**config.mk**
```make
export PLATFORM = sky130hd
export DESIGN_NAME = tiny_cpu_fetch_flat
export DESIGN_NICKNAME = d
export VERILOG_FILES = /design/src/rtl/tiny_cpu_fetch_if.sv /design/src/rtl/tiny_cpu_fetch.sv /design/src/flat_wrapper.sv
export SDC_FILE = /design/constraint.sdc
export NUM_CORES = 1
export LEC_CHECK = 0
export ABC_AREA = 1
export BUFFER_PORTS_ARGS = -buffer_cell sky130_fd_sc_hd__buf_2
export CORE_ASPECT_RATIO = 1.1
export CORE_UTILIZATION = 60
export CTS_CLUSTER_DIAMETER = 50
export DETAILED_ROUTE_END_ITERATION = 8
export GPL_TIMING_DRIVEN = 1
export PLACE_DENSITY = 0.82
export SKIP_CTS_REPAIR_TIMING = 1
export SYNTH_ARGS = -nofsm -noshare
export SYNTH_HDL_FRONTEND = slang
export SYNTH_SLANG_ARGS = --single-unit
```
**constraint.sdc**
```tcl
create_clock -name clk -period 2.1 [get_ports clk]
set_clock_uncertainty 0.2 [all_clocks]
set_input_delay 0.315 -clock clk [delete_from_list [all_inputs] [get_ports clk]]
set_output_delay 0.315 -clock clk [all_outputs]
set_load 0.02 [all_outputs]
```
**src/rtl/tiny_cpu_fetch_if.sv**
```systemverilog
// tiny_cpu_fetch_if
//   Bundles the tiny_cpu_fetch side-band and handshake signals.
//   slave  : the fetch block (drives load_ready, instr_*, prog_len, busy)
//   master : whoever loads the program and consumes instructions
//   Load bus   : load_en, load_valid, load_data -> load_ready
//   Run ctrl   : run_en, pc_load, pc_target
//   Instr bus  : instr_valid, instr_data, instr_pc <- instr_ready
//   Status     : prog_len, busy
interface tiny_cpu_fetch_if #(
  parameter int AW = 4
);
  logic          load_en;
  logic          load_valid;
  logic [7:0]    load_data;
  logic          load_ready;
  logic          run_en;
  logic          pc_load;
  logic [AW-1:0] pc_target;
  logic          instr_valid;
  logic [7:0]    instr_data;
  logic [AW-1:0] instr_pc;
  logic          instr_ready;
  logic [AW:0]   prog_len;
  logic          busy;

  modport slave (
    input  load_en, load_valid, load_data, run_en, pc_load, pc_target, instr_ready,
    output load_ready, instr_valid, instr_data, instr_pc, prog_len, busy
  );

  modport master (
    output load_en, load_valid, load_data, run_en, pc_load, pc_target, instr_ready,
    input  load_ready, instr_valid, instr_data, instr_pc, prog_len, busy
  );
endinterface

```
**src/rtl/tiny_cpu_fetch.sv**
```systemverilog
// tiny_cpu_fetch
//   Small program store plus instruction streamer. A program is written
//   byte-by-byte in LOAD, then streamed one byte per cycle in RUN with a
//   valid/ready handshake and branch (pc_load) support.
// Ports
//   clk  : rising-edge clock
//   rst  : asynchronous active-high reset
//   bus  : tiny_cpu_fetch_if.slave (load bus, run control, instr bus, status)
module tiny_cpu_fetch #(
  parameter int DEPTH = 16,
  parameter int AW    = 4
) (
  input  logic            clk,
  input  logic            rst,
  tiny_cpu_fetch_if.slave bus
);

  typedef enum logic [1:0] {
    S_IDLE = 2'd0,
    S_LOAD = 2'd1,
    S_RUN  = 2'd2
  } state_t;

  localparam logic [AW:0] LEN_MAX = (AW+1)'(DEPTH);

  state_t        state_q;
  logic [AW-1:0] pc_q;
  logic [AW-1:0] wr_ptr_q;
  logic [AW:0]   prog_len_q;
  logic          instr_valid_q;
  logic [7:0]    instr_data_q;
  logic [AW-1:0] instr_pc_q;

  // Program memory is deliberately not reset; prog_len gates its use.
  logic [7:0]    mem [DEPTH];

  logic          xfer;
  logic [AW:0]   pc_inc;
  logic [AW-1:0] pc_next_d;

  assign xfer = (state_q == S_LOAD) && bus.load_valid;

  // Wrap to 0 only on exact equality with prog_len; a branch past the end
  // of the program keeps counting up to the top of memory first.
  assign pc_inc    = {1'b0, pc_q} + (AW+1)'(1);
  assign pc_next_d = (pc_inc == prog_len_q) ? '0 : pc_inc[AW-1:0];

  always_ff @(posedge clk) begin
    if (xfer) mem[wr_ptr_q] <= bus.load_data;
  end

  always_ff @(posedge clk or posedge rst) begin
    if (rst) begin
      state_q       <= S_IDLE;
      pc_q          <= '0;
      wr_ptr_q      <= '0;
      prog_len_q    <= '0;
      instr_valid_q <= 1'b0;
      instr_data_q  <= '0;
      instr_pc_q    <= '0;
    end else begin
      case (state_q)
        S_IDLE: begin
          if (bus.load_en) begin
            state_q    <= S_LOAD;
            wr_ptr_q   <= '0;
            prog_len_q <= '0;
            pc_q       <= '0;
          end else if (bus.run_en && (prog_len_q != '0)) begin
            state_q <= S_RUN;
          end
        end
        S_LOAD: begin
          // A byte presented on the exit edge is still accepted: load_ready
          // reflects the current state, not load_en.
          if (xfer) begin
            wr_ptr_q <= wr_ptr_q + AW'(1);
            if (prog_len_q != LEN_MAX) prog_len_q <= prog_len_q + (AW+1)'(1);
          end
          if (!bus.load_en) state_q <= S_IDLE;
        end
        S_RUN: begin
          if (bus.load_en) begin
            state_q       <= S_LOAD;
            wr_ptr_q      <= '0;
            prog_len_q    <= '0;
            pc_q          <= '0;
            instr_valid_q <= 1'b0;
          end else if (!bus.run_en) begin
            // pc is kept so the next RUN resumes where this one stopped.
            state_q       <= S_IDLE;
            instr_valid_q <= 1'b0;
          end else if (bus.pc_load) begin
            // Branch wins over any handshake; the in-flight byte is dropped.
            pc_q          <= bus.pc_target;
            instr_valid_q <= 1'b0;
          end else if (!instr_valid_q || bus.instr_ready) begin
            instr_data_q  <= mem[pc_q];
            instr_pc_q    <= pc_q;
            instr_valid_q <= 1'b1;
            pc_q          <= pc_next_d;
          end
        end
        default: begin
          state_q       <= S_IDLE;
          instr_valid_q <= 1'b0;
        end
      endcase
    end
  end

  assign bus.load_ready  = (state_q == S_LOAD);
  assign bus.busy        = (state_q != S_IDLE);
  assign bus.instr_valid = instr_valid_q;
  assign bus.instr_data  = instr_data_q;
  assign bus.instr_pc    = instr_pc_q;
  assign bus.prog_len    = prog_len_q;

endmodule

```
**src/flat_wrapper.sv**
```systemverilog
// flat-port wrapper written by rule: the top's interface ports become plain ports
module tiny_cpu_fetch_flat 
#(
  parameter int DEPTH = 16,
  parameter int AW    = 4
)
  (clk, rst, bus_load_en, bus_load_valid, bus_load_data, bus_run_en, bus_pc_load, bus_pc_target, bus_instr_ready, bus_load_ready, bus_instr_valid, bus_instr_data, bus_instr_pc, bus_prog_len, bus_busy);
  tiny_cpu_fetch_if #(.AW(AW)) bus_i ();
  input  logic clk;
  input  logic rst;
  input wire logic [$bits(bus_i.load_en)-1:0] bus_load_en;
  input wire logic [$bits(bus_i.load_valid)-1:0] bus_load_valid;
  input wire logic [$bits(bus_i.load_data)-1:0] bus_load_data;
  input wire logic [$bits(bus_i.run_en)-1:0] bus_run_en;
  input wire logic [$bits(bus_i.pc_load)-1:0] bus_pc_load;
  input wire logic [$bits(bus_i.pc_target)-1:0] bus_pc_target;
  input wire logic [$bits(bus_i.instr_ready)-1:0] bus_instr_ready;
  output wire logic [$bits(bus_i.load_ready)-1:0] bus_load_ready;
  output wire logic [$bits(bus_i.instr_valid)-1:0] bus_instr_valid;
  output wire logic [$bits(bus_i.instr_data)-1:0] bus_instr_data;
  output wire logic [$bits(bus_i.instr_pc)-1:0] bus_instr_pc;
  output wire logic [$bits(bus_i.prog_len)-1:0] bus_prog_len;
  output wire logic [$bits(bus_i.busy)-1:0] bus_busy;
  assign bus_i.load_en = bus_load_en;
  assign bus_i.load_valid = bus_load_valid;
  assign bus_i.load_data = bus_load_data;
  assign bus_i.run_en = bus_run_en;
  assign bus_i.pc_load = bus_pc_load;
  assign bus_i.pc_target = bus_pc_target;
  assign bus_i.instr_ready = bus_instr_ready;
  assign bus_load_ready = bus_i.load_ready;
  assign bus_instr_valid = bus_i.instr_valid;
  assign bus_instr_data = bus_i.instr_data;
  assign bus_instr_pc = bus_i.instr_pc;
  assign bus_prog_len = bus_i.prog_len;
  assign bus_busy = bus_i.busy;
  tiny_cpu_fetch #(.DEPTH(DEPTH), .AW(AW)) u_core (.clk(clk), .rst(rst), .bus(bus_i));
endmodule
```
==> impl_metrics.py <==
metrics = {
    "critical_path": {
        "slowest_stage": "dfrtp_1",
        "required_ps": 2040,
        "cpMostUsedCell": "nand2_1",
        "crit_path_cell_trace": "inv_2, nor2_4, nand2_1, inv_1, nand2_1, nor2_1, buf_4",
        "crit_arrival_ps": 1970,
        "critical_path.max_stage_delay_ps": 480,
        "reg2reg_depth": 7,
        "reg2reg_to": "u_core.mem[0][6]$_DFFE_PP_",
        "endpoint_kind": "flop",
        "start_kind": "flop",
        "path_class": "flop to flop",
        "worstPathMaxFanout": 8,
        "rr_startpoint": "u_core.state_q[0]$_DFFE_PP0P_",
        "r2r_setup_slack_ps": 60,
    },
    "finish": {
        "antenna_cells": 0,
        "register_area_um2": 4546,
        "final_cell_mix": "nor2_1, edfxtp_1, nand2_1",
        "final_area_um2": 7724,
        "multiInputGateArea_um2": 1842,
        "syn_to_final_growth_pct": 16.10,
        "nets": 688,
        "final_common_cell": "nor2_1",
        "drive_above_1_share": 0.1615,
        "fillers": 702,
    },
    "sta": {
        "fmax_ghz": 0.4914,
        "final.min_clock_period_ps": 2035,
        "holdWs_ps": -18.47,
        "rsz0062_at_grt": "false",
        "min_period_over_period": 0.9691,
        "slew_viol_final": 0,
        "max_slew.worst_pin.slew_ps": 449.5,
        "slew_headroom": 0.7000,
        "setup_viol": 0,
        "tns_ps": 0,
        "hold_viol": 6,
    },
    "clocking": {
        "cts_sinks": 156,
        "h-tree-depth": 4,
        "ctsRootBufferMaster": "clkbuf_16",
        "clk_latency_ps": 430,
        "clk_path_buf_depth": 2,
        "numCtsBuffers": 17,
        "clk_pin_slew_ps": 60,
        "tritoncts": "yes",
    },
    "logic_synthesis": {
        "synthCells": 604,
        "netlist_area_um2": 6653,
        "synth_seq_area_share": 0.6831,
        "yosysTopAreaCellShare": 0.5778,
        "ys_types": 32,
        "avgSynthCellArea_um2": 11.01,
        "ys_ff_latch": 156,
        "synth_largest_area_cell": "edfxtp_1",
        "synthTopCellsByArea": "edfxtp_1, dfrtp_1, nor2_1",
        "synth_fp_nets": 630,
        "ys.warnings.count": 0,
    },
    "global_route": {
        "grt_usage": 0.3017,
        "antenna_found_initial": 0,
        "grt_max_degree": 66,
        "grt_overflow_total": 0,
        "grt_pass1_wl_um": 24510,
        "grt_pass1_vias": 4674,
    },
    "routing": {
        "drc": 0,
        "first_pass_iters": 5,
        "vias_per_cell": 5.962,
        "vias": 4877,
        "routedWlPerCell_um": 19.39,
        "drtIter0Drc": 601,
        "ant_nets": 0,
        "totalWireLength_um": 15860,
    },
    "hold_path": {
        "hold_end": "u_core.pc_q[2]$_DFFE_PP0P_",
        "hold_start": "bus_pc_target[2]",
        "hp-class": "primary input to flop",
        "min_path_cells": 5,
    },
    "placement": {
        "placedInstanceArea_um2": 7108,
        "gp_congestion": 0.8690,
        "hpwl_um": 9899,
        "portBuffers": 38,
    },
    "die": {
        "ios": 39,
        "core_um2": 10590,
        "fp.dieH_um": 112.4,
        "die_area_um2": 11510,
        "die_x_um": 102.4,
        "start_util": 0.6283,
        "fp-row-count": 39,
    },
    "power": {
        "p_leak_nw": 3.008,
        "power_density_nw_per_um2": 938.2,
        "ir_worst_vdd_v": 0.0006445,
    },
    "outcome": {
        "violations": "hold timing",
        "status": "complete, but fails checks",
    },
    "run": {
        "max-cap-violations": 0,
    },
}
## through the flow
stage                     power [mW]  utilization  std cells  hold WS [ps]  setup slack (ps)
after global routing           7.454       0.7294        818         5.934             8.164
after detailed placement       4.198       0.6713        784         127.3             127.8
after floorplan                3.948            -        604         180.4             112.2
final                          7.247       0.7294        818        -18.47             64.79
after global placement         4.172       0.6713        784         111.5             224.8
after CTS                      7.256       0.7275        816        -326.9             106.5
## where the power goes
part | internal (mW) | switching (mW) | leakage, nW
logic | 0.195 | 0.437 | 1.19
clock network | 1.89 | 1.19 | 0.283
registers | 3.45 | 0.0721 | 1.53
## cells by family after synthesis
kind of cell,count (synthesis),synth area share
and+or+nand+nor,282,0.1747
xor gates and xnor gates,4,0.005267
buffers and inverters,56,0.04006
DFF,156,0.6831
AOI/OAI and AO/OA,99,0.08369
adders and majority gates,7,0.01316
## state kept, by name, indices dropped and copies added, names as in the netlist
register	flops
u_core.mem	128
u_core.bus.instr_data	8
u_core.bus.prog_len	5
u_core.bus.instr_pc	4
u_core.pc_q	4
u_core.wr_ptr_q	4
u_core.state_q	2
u_core.bus.instr_valid	1
## Yosys cell counts
cell type,number
buf_2,13
xor2_1,3
nor2_4,1
nor3_1,3
o21ai_0,72
o21a_1,2
nand4_1,3
nor3_2,1
inv_2,5
xnor2_1,1
ha_1,7
clkbuf_1,12
clkinv_1,2
bufbuf_16,1
nor2_8,1
nand2_1,88
clkbuf_2,1
o211ai_1,16
edfxtp_1,128
nor2_1,137
nor2_2,1
o31ai_1,1
buf_1,1
inv_4,1
dfrtp_1,28
nand2_2,1
nand3_1,46
buf_6,1
o2111a_1,1
o21ai_2,2
a21oi_1,5
inv_1,19
## how the worst max path moves through the flow
stage | to | slack (ps) | startpoint | cells past startpoint
after floorplan | u_core.mem[7][0]$_DFFE_PP_ | 110 | u_core.state_q[0]$_DFFE_PP0P_ | 6
after global placement | u_core.mem[0][0]$_DFFE_PP_ | 220 | u_core.state_q[0]$_DFFE_PP0P_ | 7
after detailed placement | u_core.mem[0][0]$_DFFE_PP_ | 130 | u_core.state_q[0]$_DFFE_PP0P_ | 7
after CTS | u_core.mem[0][0]$_DFFE_PP_ | 110 | u_core.state_q[0]$_DFFE_PP0P_ | 7
after global routing | u_core.pc_q[1]$_DFFE_PP0P_ | 8 | u_core.pc_q[0]$_DFFE_PP0P_ | 12
final | u_core.mem[0][6]$_DFFE_PP_ | 60 | u_core.state_q[0]$_DFFE_PP0P_ | 7
## final cells by class
cell class,instances,share of cell area
Inverter,27,0.01345
Clock buffer,21,0.05832
Sequential cell,156,0.5885
Clock inverter,11,0.01879
Multi-Input combinational cell,392,0.2385
Timing Repair Buffer,68,0.05929
Tap cell,143,0.02317
## per-layer routing
metal  vias to the layer above  wire length [µm]  track usage  part of all wire
met1                      2316              5967       0.3844              0.38
met2                       305              7842       0.4823              0.49
met5                         -                 0            0                 0
met4                         0               580       0.1457             0.037
met3                        53              1468      0.07597             0.093
li1                       2203                 -            -                 -
## worst max-delay path: cells and delay by family (launching register included)
family | cells | cell delay [ps]
simple gates | 4 | 580
flops | 1 | 480
buf+inv | 3 | 470
(Power assumes the default switching activity.)
